[src/rtl/pipe_ctrl.sv]
// pipe_ctrl: central stall/flush sequencer for the 5-stage ARM pipeline.
//
// Merges the ID data-hazard flag, the EX branch-taken flag and the MEM-stage
// memory handshake into freeze/flush/bubble controls for IF and the pipeline
// registers. A memory-wait FSM traps to a sticky ERROR state when an access
// is not acknowledged within MEM_TIMEOUT cycles. Two saturating counters
// record stall and flush cycles.
//
// Ports:
//   CLK          in   pipeline clock, rising edge
//   RST          in   synchronous active-low reset
//   hazard       in   ID source matches a pending EX/MEM destination
//   branch_taken in   EX resolved a taken branch this cycle
//   mem_req      in   MEM instruction is accessing data memory
//   mem_ready    in   data memory completes the access this cycle
//   freeze_if    out  IF.freeze / IF_Reg.freeze
//   flush_if     out  IF_Reg.flush
//   flush_id     out  ID_Reg flush (contents become a NOP)
//   bubble_id    out  ID_Reg loads a NOP instead of the ID output
//   freeze_all   out  freezes ID_Reg, EX_Reg and MEM_Reg
//   halted       out  memory timeout trap active
//   stall_cnt    out  cycles with freeze_if=1 (saturating)
//   flush_cnt    out  cycles with flush_if=1 (saturating)
module pipe_ctrl #(
  parameter int MEM_TIMEOUT = 16,
  parameter int CNT_W       = 16
) (
  input  logic             CLK,
  input  logic             RST,
  input  logic             hazard,
  input  logic             branch_taken,
  input  logic             mem_req,
  input  logic             mem_ready,
  output logic             freeze_if,
  output logic             flush_if,
  output logic             flush_id,
  output logic             bubble_id,
  output logic             freeze_all,
  output logic             halted,
  output logic [CNT_W-1:0] stall_cnt,
  output logic [CNT_W-1:0] flush_cnt
);

  localparam int WC_W = $clog2(MEM_TIMEOUT) + 1;
  localparam logic [WC_W-1:0] WC_LAST = WC_W'(MEM_TIMEOUT - 1);

  typedef enum logic [1:0] {
    ST_RUN      = 2'd0,
    ST_MEM_WAIT = 2'd1,
    ST_ERROR    = 2'd2
  } state_t;

  state_t            state_r;
  logic [WC_W-1:0]   wait_cnt_r;
  logic [CNT_W-1:0]  stall_cnt_r;
  logic [CNT_W-1:0]  flush_cnt_r;
  logic              mem_wait_s;

  // Memory access outstanding and not completed this cycle.
  assign mem_wait_s = mem_req & ~mem_ready;

  // Control outputs, highest priority first. They must be combinational so
  // that the cycle mem_ready arrives is already unfrozen (a 1-cycle access
  // costs no stall).
  always_comb begin
    freeze_if  = 1'b0;
    flush_if   = 1'b0;
    flush_id   = 1'b0;
    bubble_id  = 1'b0;
    freeze_all = 1'b0;
    halted     = 1'b0;
    if (!RST) begin
      freeze_if = 1'b0;
    end else if (state_r == ST_ERROR) begin
      freeze_all = 1'b1;
      freeze_if  = 1'b1;
      halted     = 1'b1;
    end else if (mem_wait_s) begin
      // EX is held, so branch/hazard will be re-presented after release.
      freeze_all = 1'b1;
      freeze_if  = 1'b1;
    end else if (branch_taken) begin
      // The instruction in ID is squashed, so a hazard on it is irrelevant.
      flush_if = 1'b1;
      flush_id = 1'b1;
    end else if (hazard) begin
      freeze_if = 1'b1;
      bubble_id = 1'b1;
    end else begin
      freeze_if = 1'b0;
    end
  end

  // Memory-wait FSM with timeout counter; ERROR is left only via reset.
  always_ff @(posedge CLK) begin
    if (!RST) begin
      state_r    <= ST_RUN;
      wait_cnt_r <= '0;
    end else begin
      case (state_r)
        ST_RUN: begin
          if (mem_wait_s) begin
            state_r    <= ST_MEM_WAIT;
            wait_cnt_r <= WC_W'(1);
          end else begin
            wait_cnt_r <= '0;
          end
        end
        ST_MEM_WAIT: begin
          if (!mem_wait_s) begin
            state_r    <= ST_RUN;
            wait_cnt_r <= '0;
          end else if (wait_cnt_r == WC_LAST) begin
            state_r <= ST_ERROR;
          end else begin
            wait_cnt_r <= wait_cnt_r + WC_W'(1);
          end
        end
        ST_ERROR: begin
          state_r <= ST_ERROR;
        end
        default: begin
          state_r    <= ST_RUN;
          wait_cnt_r <= '0;
        end
      endcase
    end
  end

  // Saturating stall/flush performance counters.
  always_ff @(posedge CLK) begin
    if (!RST) begin
      stall_cnt_r <= '0;
      flush_cnt_r <= '0;
    end else begin
      if (freeze_if && (stall_cnt_r != '1)) begin
        stall_cnt_r <= stall_cnt_r + CNT_W'(1);
      end else begin
        stall_cnt_r <= stall_cnt_r;
      end
      if (flush_if && (flush_cnt_r != '1)) begin
        flush_cnt_r <= flush_cnt_r + CNT_W'(1);
      end else begin
        flush_cnt_r <= flush_cnt_r;
      end
    end
  end

  assign stall_cnt = stall_cnt_r;
  assign flush_cnt = flush_cnt_r;

endmodule

[config.mk]
export PLATFORM = sky130hd
export DESIGN_NAME = pipe_ctrl
export DESIGN_NICKNAME = d
export VERILOG_FILES = /design/src/rtl/pipe_ctrl.sv
export SDC_FILE = /design/constraint.sdc
export NUM_CORES = 1
export LEC_CHECK = 0
export ABC_CLOCK_PERIOD_IN_PS = 2450
export BUFFER_PORTS_ARGS = -buffer_cell sky130_fd_sc_hd__buf_2
export CAP_MARGIN = 0
export CORE_MARGIN = 3
export CORE_UTILIZATION = 56
export CTS_BUF_LIST = sky130_fd_sc_hd__clkbuf_2
export CTS_CLUSTER_DIAMETER = 60
export DETAILED_ROUTE_END_ITERATION = 10
export GPL_ROUTABILITY_DRIVEN = 0
export PLACE_DENSITY = 0.9
export SLEW_MARGIN = 10
export SYNTH_ARGS = -nofsm -noshare
export SYNTH_HDL_FRONTEND = slang
export SYNTH_SLANG_ARGS = --single-unit
[constraint.sdc]
create_clock -name CLK -period 2.45 [get_ports CLK]
set_input_delay 0.245 -clock CLK [delete_from_list [all_inputs] [get_ports CLK]]
set_output_delay 0.245 -clock CLK [all_outputs]
set_load 0.1 [all_outputs]
==> results of run 1 <==
-- metal layers --
layer / routed length (um) / GRT usage [%] / vias to the layer above / share of wire, %
li1: - / - / 892 / -
met1: 1870 / 27.1 / 833 / 45
met2: 2000 / 35.1 / 43 / 48
met3: 181 / 5.37 / 10 / 4.4
met4: 80 / 6.33 / 0 / 1.9
met5: 0 / 0 / - / 0
-- path summary, 6_finish.rpt --
| kind | cells after the start | endpoint | slack (ns) | start |
|---|---|---|---|---|
| setup reg to reg | 5 | flush_cnt[15] | 0.41 | state_r[1] |
| hold / removal | 4 | wait_cnt_r[1] | 0.23 | mem_ready |
| setup / recovery | 4 | freeze_if | 0.23 | state_r[1] |
| hold reg to reg | 1 | flush_cnt[0] | 0.48 | flush_cnt[0] |
-- where the power goes --
part	switching [mW]	total, mW	internal (mW)
sequential	0.00772	0.650	0.642
combinational	0.103	0.129	0.0263
clock	0.185	0.250	0.0645
total	0.296	1.03	0.733
-- cell families after synthesis --
| logic type | count (synthesis) | synth area share (%) |
|---|---|---|
| multiplexers | 15 | 7.70 |
| AO/OA/AOI/OAI | 20 | 6.80 |
| adder cells (fa/ha/maj) | 4 | 2.57 |
| buffers and inverters | 15 | 3.53 |
| AND/OR/NAND/NOR | 123 | 34.0 |
| XOR/XNOR | 12 | 5.39 |
| flip-flops | 39 | 40.1 |
-- placed cells by master (no fill, tap or decap), types with 7 or more instances in the layout --
| master | instances |
|---|---|
| nand2_1 | 29 |
| nand3_1 | 15 |
| buf_2 | 43 |
| nor2_1 | 26 |
| inv_1 | 7 |
| xnor2_1 | 8 |
| mux2i_1 | 15 |
| nand4_1 | 11 |
| dfxtp_2 | 11 |
| dfxtp_1 | 28 |
-- through the flow --
stage               setup TNS (ns)  instances
global placement                 0        309
finish                           0        315
global route                     0        315
floorplan                  -0.0373        228
detailed placement               0        309
CTS                              0        315
-- state kept, by name (all words and copies together), names as in the netlist --
register	cells
flush_cnt	16
stall_cnt	16
state_r	2
wait_cnt_r	5
-- final cells by class --
class,instances,area share [%]
sequential,39,35.5
timing repair buffer,45,10.3
multi-input combinational,174,49.2
clock buffer,6,1.34
tap,44,2.46
inverter,7,1.17
-- worst max-delay path, cell delays in order (launching register included) --
cell and delay (ns):
dfxtp_1 0.36, nor2b_2 0.21, o31ai_2 0.63, inv_1 0.09, buf_2 0.32
==> impl_metrics.env, run 1 <==
export IMPL_hold_viol=0
export IMPL_grt_pass1_wl_mm=7.17
export IMPL_grt_pass1_vias=1609
export IMPL_grt_max_degree=30
export IMPL_post_place_ws_ns=0.410
export IMPL_cts_tree="done"
export IMPL_area_growth_pct=14.8
export IMPL_synth_top_cell_by_area="dfxtp_1"
export IMPL_setup_viol=0
export IMPL_synth_enable_flop_cells=0
export IMPL_track_usage_pct=21.2
export IMPL_p_per_area_mw_per_mm2=460
export IMPL_rsz0062_at_grt="false"
export IMPL_drv_slew=0
export IMPL_max_freq_mhz=451
export IMPL_hold_path_class="in -> reg"
export IMPL_cp_end_kind="output port"
export IMPL_insertion_delay_ns=0.37
export IMPL_cts_buffer_depth=2
export IMPL_finalWorstSetupSlack_ns=0.231
export IMPL_ios=44
export IMPL_synth_area_leaders="dfxtp_1 (40%), mux2i_1 (7.7%), nand2_1 (5.6%)"
export IMPL_synth_warning_count=0
export IMPL_tightest_slew_ns=0.763
export IMPL_grt_ovfl_total=0
export IMPL_syn_avg_cell_area_sq_um=8.55
export IMPL_final_util_pct=70.4
export IMPL_cts_resized=0
export IMPL_cts_root_buf="clkbuf_2"
export IMPL_dr_pass1_iters=5
export IMPL_cp_data_required_time_ns=2.20
export IMPL_slew_headroom_pct=48.9
export IMPL_antenna_found_initial=0
export IMPL_seq_area_sq_um=795
export IMPL_synth_ff_type="dfxtp_1"
export IMPL_cts_hold_buf=0
export IMPL_worstPathArrival_ns=1.97
export IMPL_placementRows=20
export IMPL_fin_nets=282
export IMPL_drive_above_1_share_pct=26.9
export IMPL_core_sq_mm=0.00318
export IMPL_placed_area_sq_mm=0.00221
export IMPL_detail_route_antenna_nets=0
export IMPL_post_cts_buffers=0
export IMPL_synth_nets=238
export IMPL_fin_crit_ns=2.22
export IMPL_cap_violations=0
export IMPL_routed_wl_mm=4.13
export IMPL_htreeDepth=2
export IMPL_p_leak_nw=0.967
export IMPL_multiInputGateArea_sq_mm=0.00110
export IMPL_start_util_pct=61.3
export IMPL_syn_inst=228
export IMPL_worstPathMaxFanout=10
export IMPL_cts_buffers=5
export IMPL_io_buffers=43
export IMPL_drc=0
export IMPL_netlist_top_cells_count="dfxtp_1 (39), nand2_1 (29), nor2_1 (27), mux2i_1 (15), nand3_1 (15)"
export IMPL_clk_pin_slew_ns=0.16
export IMPL_detailedRoute_firstIterationViolations=85
export IMPL_peakVddDrop_uv=376
export IMPL_final_area_sq_mm=0.00224
export IMPL_dp_hpwl_mm=3.14
export IMPL_ys_seq_elements=39
export IMPL_synth_distinct_cells=43
export IMPL_period_share_pct=90.6
export IMPL_synthMostInstantiatedCell="dfxtp_1"
export IMPL_power_mw=1.03
export IMPL_status="completed"
export IMPL_whs_ns=0.227
export IMPL_synthArstFlopShare_pct=0
export IMPL_die_area_sq_mm=0.00423
export IMPL_critical_path_class="reg -> out"
export IMPL_clock_sinks=39
export IMPL_vias=1778
export IMPL_fin_skew_ns=0.0129
export IMPL_fp_dieH_um=65
export IMPL_yosysTopAreaCellShare_pct=40.1
export IMPL_fillers=275
export IMPL_die_w_um=65
export IMPL_wl_per_cell_um=13.1
export IMPL_netlist_area_sq_mm=0.00195
export IMPL_antennaDiodeCount=0
export IMPL_crit_path_start_kind="flip-flop"
export IMPL_routed_via_density=5.64
export IMPL_synth_yosys_seq_area_share_pct=40.1
Note: power is estimated with default switching activity, not from simulation.
==> run 2, diff against run 1 <==
--- a/config.mk
+++ b/config.mk
@@ -8,8 +8,10 @@
 export ABC_CLOCK_PERIOD_IN_PS = 2450
 export BUFFER_PORTS_ARGS = -buffer_cell sky130_fd_sc_hd__buf_2
 export CAP_MARGIN = 0
+export CELL_PAD_IN_SITES_DETAIL_PLACEMENT = 0
+export CELL_PAD_IN_SITES_GLOBAL_PLACEMENT = 2
 export CORE_MARGIN = 3
-export CORE_UTILIZATION = 56
+export CORE_UTILIZATION = 33
 export CTS_BUF_LIST = sky130_fd_sc_hd__clkbuf_2
 export CTS_CLUSTER_DIAMETER = 60
 export DETAILED_ROUTE_END_ITERATION = 10
==> impl_metrics.env, run 2 (synthesis results as in run 1) <==
export IMPL_routed_wl_mm=4.55
export IMPL_fin_skew_ns=0.0133
export IMPL_hold_depth=3
export IMPL_cp_data_required_time_ns=2.20
export IMPL_grt_pass1_wl_mm=8.17
export IMPL_drv_slew=0
export IMPL_core_sq_mm=0.00561
export IMPL_fp_dieH_um=82.9
export IMPL_crit_path_start_kind="flip-flop"
export IMPL_final_util_pct=41.1
export IMPL_hold_viol=0
export IMPL_cp_end_kind="output port"
export IMPL_final_cells=347
export IMPL_p_leak_nw=0.987
export IMPL_dr_pass1_iters=4
export IMPL_placementRows=27
export IMPL_worstPathMaxFanout=10
export IMPL_period_share_pct=86.2
export IMPL_insertion_delay_ns=0.39
export IMPL_cts_buffer_depth=2
export IMPL_antennaDiodeCount=0
export IMPL_area_growth_pct=18.4
export IMPL_die_w_um=82.9
export IMPL_slew_headroom_pct=53.0
export IMPL_ios=44
export IMPL_clock_sinks=39
export IMPL_clk_pin_slew_ns=0.20
export IMPL_worstRegToRegCells=6
export IMPL_peakVddDrop_uv=202
export IMPL_vias=1711
export IMPL_final_cell_mix="buf_2 (43), nand2_1 (29), dfxtp_1 (28)"
export IMPL_cts_hold_buf=0
export IMPL_drc=0
export IMPL_slowest_delay_ns=0.42
export IMPL_fin_nets=284
export IMPL_fin_crit_ns=2.11
export IMPL_worstPathArrival_ns=1.87
export IMPL_setup_viol=0
export IMPL_htreeDepth=2
export IMPL_io_buffers=43
export IMPL_cts_buffers=5
export IMPL_cts_tree="done"
export IMPL_slowest_stage="buf_2"
export IMPL_met3_wirelength_um=172
export IMPL_placed_area_sq_mm=0.00226
export IMPL_finalWorstSetupSlack_ns=0.338
export IMPL_start_util_pct=34.8
export IMPL_grt_ovfl_total=0
export IMPL_wl_met1_mm=2.32
export IMPL_critical_path_class="reg -> out"
export IMPL_final_area_sq_mm=0.00231
export IMPL_antenna_found_initial=0
export IMPL_cts_root_buf="clkbuf_2"
export IMPL_wl_met2_mm=1.98
export IMPL_highest_layer="met4"
export IMPL_track_usage_pct=14.2
export IMPL_die_area_sq_mm=0.00687
export IMPL_placed_cells=339
export IMPL_status="completed"
export IMPL_grt_max_degree=21
export IMPL_post_place_ws_ns=0.404
export IMPL_wl_per_cell_um=13.1
export IMPL_max_freq_mhz=473
export IMPL_power_mw=1.08
export IMPL_drive_above_1_share_pct=28.0
export IMPL_hold_path_class="in -> reg"
export IMPL_path_cells="nor2b_2, o31ai_4, inv_1, buf_2"
export IMPL_rsz0062_at_grt="false"
export IMPL_layout_commonest_cell="buf_2"
export IMPL_p_per_area_mw_per_mm2=466
export IMPL_dp_hpwl_mm=3.32
export IMPL_routed_via_density=4.93
export IMPL_detail_route_antenna_nets=0
export IMPL_cap_violations=0
export IMPL_tightest_slew_ns=0.698
export IMPL_grt_pass1_vias=1711
export IMPL_detailedRoute_firstIterationViolations=75
## run 2: cell types whose count changed in the layout (fill, tap and decap cells not counted), sizes merged
cell,delta
clkinv,+1
clkbuf,+1
buf,+2
## run 2: final timing paths
kind / startpoint / to / slack [ns]
worst min-delay path: RST / flush_cnt[9] / 0.22
worst min register to register: flush_cnt[0] / flush_cnt[0] / 0.49
worst max-delay path: state_r[1] / freeze_if / 0.34
worst max register to register: stall_cnt[0] / stall_cnt[15] / 0.38
## run 2: layer usage
metal	track usage [%]	up-vias
met4	6.09	0
met1	18.6	774
li1	-	899
met5	0	-
met2	22.2	30
met3	3.37	8
## run 2: power by group
part           internal (mW)  leakage (nW)  total (mW)  switching [mW]
registers              0.643         0.320       0.651         0.00783
logic                 0.0281         0.634       0.132           0.104
clock network         0.0780        0.0330       0.292           0.214
## run 2: what timing repair did
item / CTS / global route
gates resized for setup: 0 / 1
setup buffers: 0 / 0
setup endpoints to repair: 0 / 1
## run 2: final cells by class
type | count | area [sq um]
clock buffer | 7 | 35.0
clock inverter | 1 | 5.00
fill | 612 | 3300
inverter | 7 | 26.3
multi-input combinational | 174 | 1110
sequential | 39 | 795
tap | 72 | 90.1
timing repair buffer | 47 | 245
## run 2: worst max-delay path, delay by kind of cell (launching register included)
family | cells | cell delay, ns
compound gates | 1 | 0.17
buf+inv | 2 | 0.51
flops | 1 | 0.41
simple gates | 1 | 0.39
## run 2: through the flow
| step | hold WS, ns | setup TNS [ns] |
|---|---|---|
| finish | 0.217 | 0 |
| CTS | 0.192 | 0 |
| floorplan | 0.463 | -0.0373 |
| global placement | 0.451 | 0 |
| detailed placement | 0.460 | 0 |
| global route | 0.205 | 0 |
==> run 3, diff against run 2 <==
--- a/config.mk
+++ b/config.mk
@@ -10,13 +10,13 @@
 export CAP_MARGIN = 0
 export CELL_PAD_IN_SITES_DETAIL_PLACEMENT = 0
 export CELL_PAD_IN_SITES_GLOBAL_PLACEMENT = 2
-export CORE_MARGIN = 3
-export CORE_UTILIZATION = 33
-export CTS_BUF_LIST = sky130_fd_sc_hd__clkbuf_2
+export CORE_ASPECT_RATIO = 0.6
+export CORE_UTILIZATION = 31
+export CTS_BUF_LIST = sky130_fd_sc_hd__clkbuf_8 sky130_fd_sc_hd__clkbuf_16
 export CTS_CLUSTER_DIAMETER = 60
 export DETAILED_ROUTE_END_ITERATION = 10
 export GPL_ROUTABILITY_DRIVEN = 0
-export PLACE_DENSITY = 0.9
+export PLACE_DENSITY = 0.86
 export SLEW_MARGIN = 10
 export SYNTH_ARGS = -nofsm -noshare
 export SYNTH_HDL_FRONTEND = slang
==> impl_metrics.env, run 3 (synthesis results as in run 1) <==
export IMPL_critical_path_class="reg -> out"
export IMPL_cts_hold_buf=0
export IMPL_worstPathMaxFanout=10
export IMPL_tightest_slew_ns=0.764
export IMPL_tns_ns=0
export IMPL_start_util_pct=33.6
export IMPL_final_cell_mix="buf_2 (43), nand2_1 (29), dfxtp_1 (28)"
export IMPL_hold_start="mem_ready"
export IMPL_wl_per_cell_um=13.6
export IMPL_antennaDiodeCount=0
export IMPL_area_growth_pct=22.1
export IMPL_layout_commonest_cell="buf_2"
export IMPL_cts_buffers=5
export IMPL_post_cts_buffers=0
export IMPL_rsz0062_at_grt="false"
export IMPL_worstPathArrival_ns=1.87
export IMPL_detailedRoute_firstIterationViolations=101
export IMPL_cp_end_kind="output port"
export IMPL_drc=0
export IMPL_setup_viol=0
export IMPL_status="completed"
export IMPL_timing_rr_end="flush_cnt[15]"
export IMPL_path_delay_family="compound AO/OA/AOI/OAI gates"
export IMPL_clock_sinks=39
export IMPL_dr_pass1_iters=4
export IMPL_period_share_pct=86.4
export IMPL_cts_tree="done"
export IMPL_hold_depth=5
export IMPL_core_sq_mm=0.00581
export IMPL_whs_endpoint="wait_cnt_r[1]"
export IMPL_worstRegToRegCells=6
export IMPL_insertion_delay_ns=0.29
export IMPL_routed_wl_mm=4.84
export IMPL_vias=1754
export IMPL_cts_buffer_depth=2
export IMPL_grt_max_degree=30
export IMPL_dp_hpwl_mm=3.55
export IMPL_r2r_start="flush_cnt[0]"
export IMPL_htreeDepth=2
export IMPL_grt_pass1_vias=1613
export IMPL_drv_slew=0
export IMPL_max_freq_mhz=472
export IMPL_hold_viol=0
export IMPL_grt_busiest_layer="met1"
export IMPL_fin_crit_ns=2.12
export IMPL_slew_headroom_pct=48.8
export IMPL_track_usage_pct=16.0
export IMPL_placementRows=21
export IMPL_io_buffers=43
export IMPL_cts_root_buf="clkbuf_8"
export IMPL_fin_skew_ns=0.00691
export IMPL_fin_nets=285
export IMPL_antenna_found_initial=0
export IMPL_drive_above_1_share_pct=28.3
export IMPL_clk_pin_slew_ns=0.08
export IMPL_peakVddDrop_uv=173
export IMPL_grt_pass1_wl_mm=8.27
export IMPL_slowest_delay_ns=0.63
export IMPL_path_cells="nor2b_2, o31ai_2, inv_1, buf_2"
export IMPL_fp_dieH_um=63.4
export IMPL_met2_usage_pct=20.0
export IMPL_reg2reg_slack_ns=0.45
export IMPL_p_per_area_mw_per_mm2=534
export IMPL_crit_path_start_kind="flip-flop"
export IMPL_cp_data_required_time_ns=2.20
export IMPL_ios=44
export IMPL_worst_path_buf_inv=2
export IMPL_cap_violations=0
export IMPL_die_area_sq_mm=0.00662
export IMPL_grt_use_met3_pct=3.93
export IMPL_cts_resized=0
export IMPL_routed_via_density=4.93
export IMPL_met1_usage_pct=25.5
export IMPL_slowest_stage="o31ai_2"
export IMPL_crit_cells=4
export IMPL_p_leak_nw=1.01
export IMPL_final_area_sq_mm=0.00238
export IMPL_hold_path_class="in -> reg"
export IMPL_die_w_um=104
export IMPL_placed_area_sq_mm=0.00228
export IMPL_grt_ovfl_total=0
export IMPL_detail_route_antenna_nets=0
## run 3: cell type report
cell class | count | area (sq um)
clock inverters | 1 | 7.51
fillers | 611 | 3430
multi-input cells | 174 | 1100
well taps | 80 | 100
repair buffers | 48 | 253
inverters | 7 | 26.3
flip-flops and latches | 39 | 795
clock buffers | 7 | 96.3
## run 3: routing by layer
layer	share of wire (%)	routed length (um)
met5	0	0
met4	0.91	44
met3	4.7	226
met2	35	1720
met1	59	2850
## run 3: metrics by stage
step	cells	utilization (%)	setup WS, ns	hold WS [ns]	power, mW
after detailed placement	348	39.2	0.483	0.457	0.796
final	356	41.0	0.333	0.405	1.27
after floorplan	228	-	-0.0373	0.463	0.770
after CTS	356	41.0	0.323	0.402	1.29
after global routing	356	41.0	0.226	0.439	1.32
after global placement	348	39.2	0.520	0.453	0.796
## run 3: worst min-delay path, stage by stage
cell      delay (ns)
buf_2           0.09
nor4bb_1        0.05
buf_4           0.14
nand3_1         0.07
a21oi_1         0.06
## run 3: worst max path at each step
stage / slack [ns] / end / startpoint
final: 0.33 / freeze_if / state_r[1]
after global routing: 0.23 / freeze_if / state_r[1]
after CTS: 0.32 / freeze_if / state_r[1]
after detailed placement: 0.48 / flush_cnt[15] / mem_req
after global placement: 0.52 / flush_cnt[11] / flush_cnt[13]
after floorplan: -0.04 / flush_cnt[4] / flush_cnt[13]
## run 3: where the power goes
part	internal, mW	switching (mW)
combinational	0.0274	0.105
clock	0.256	0.235
sequential	0.641	0.00769
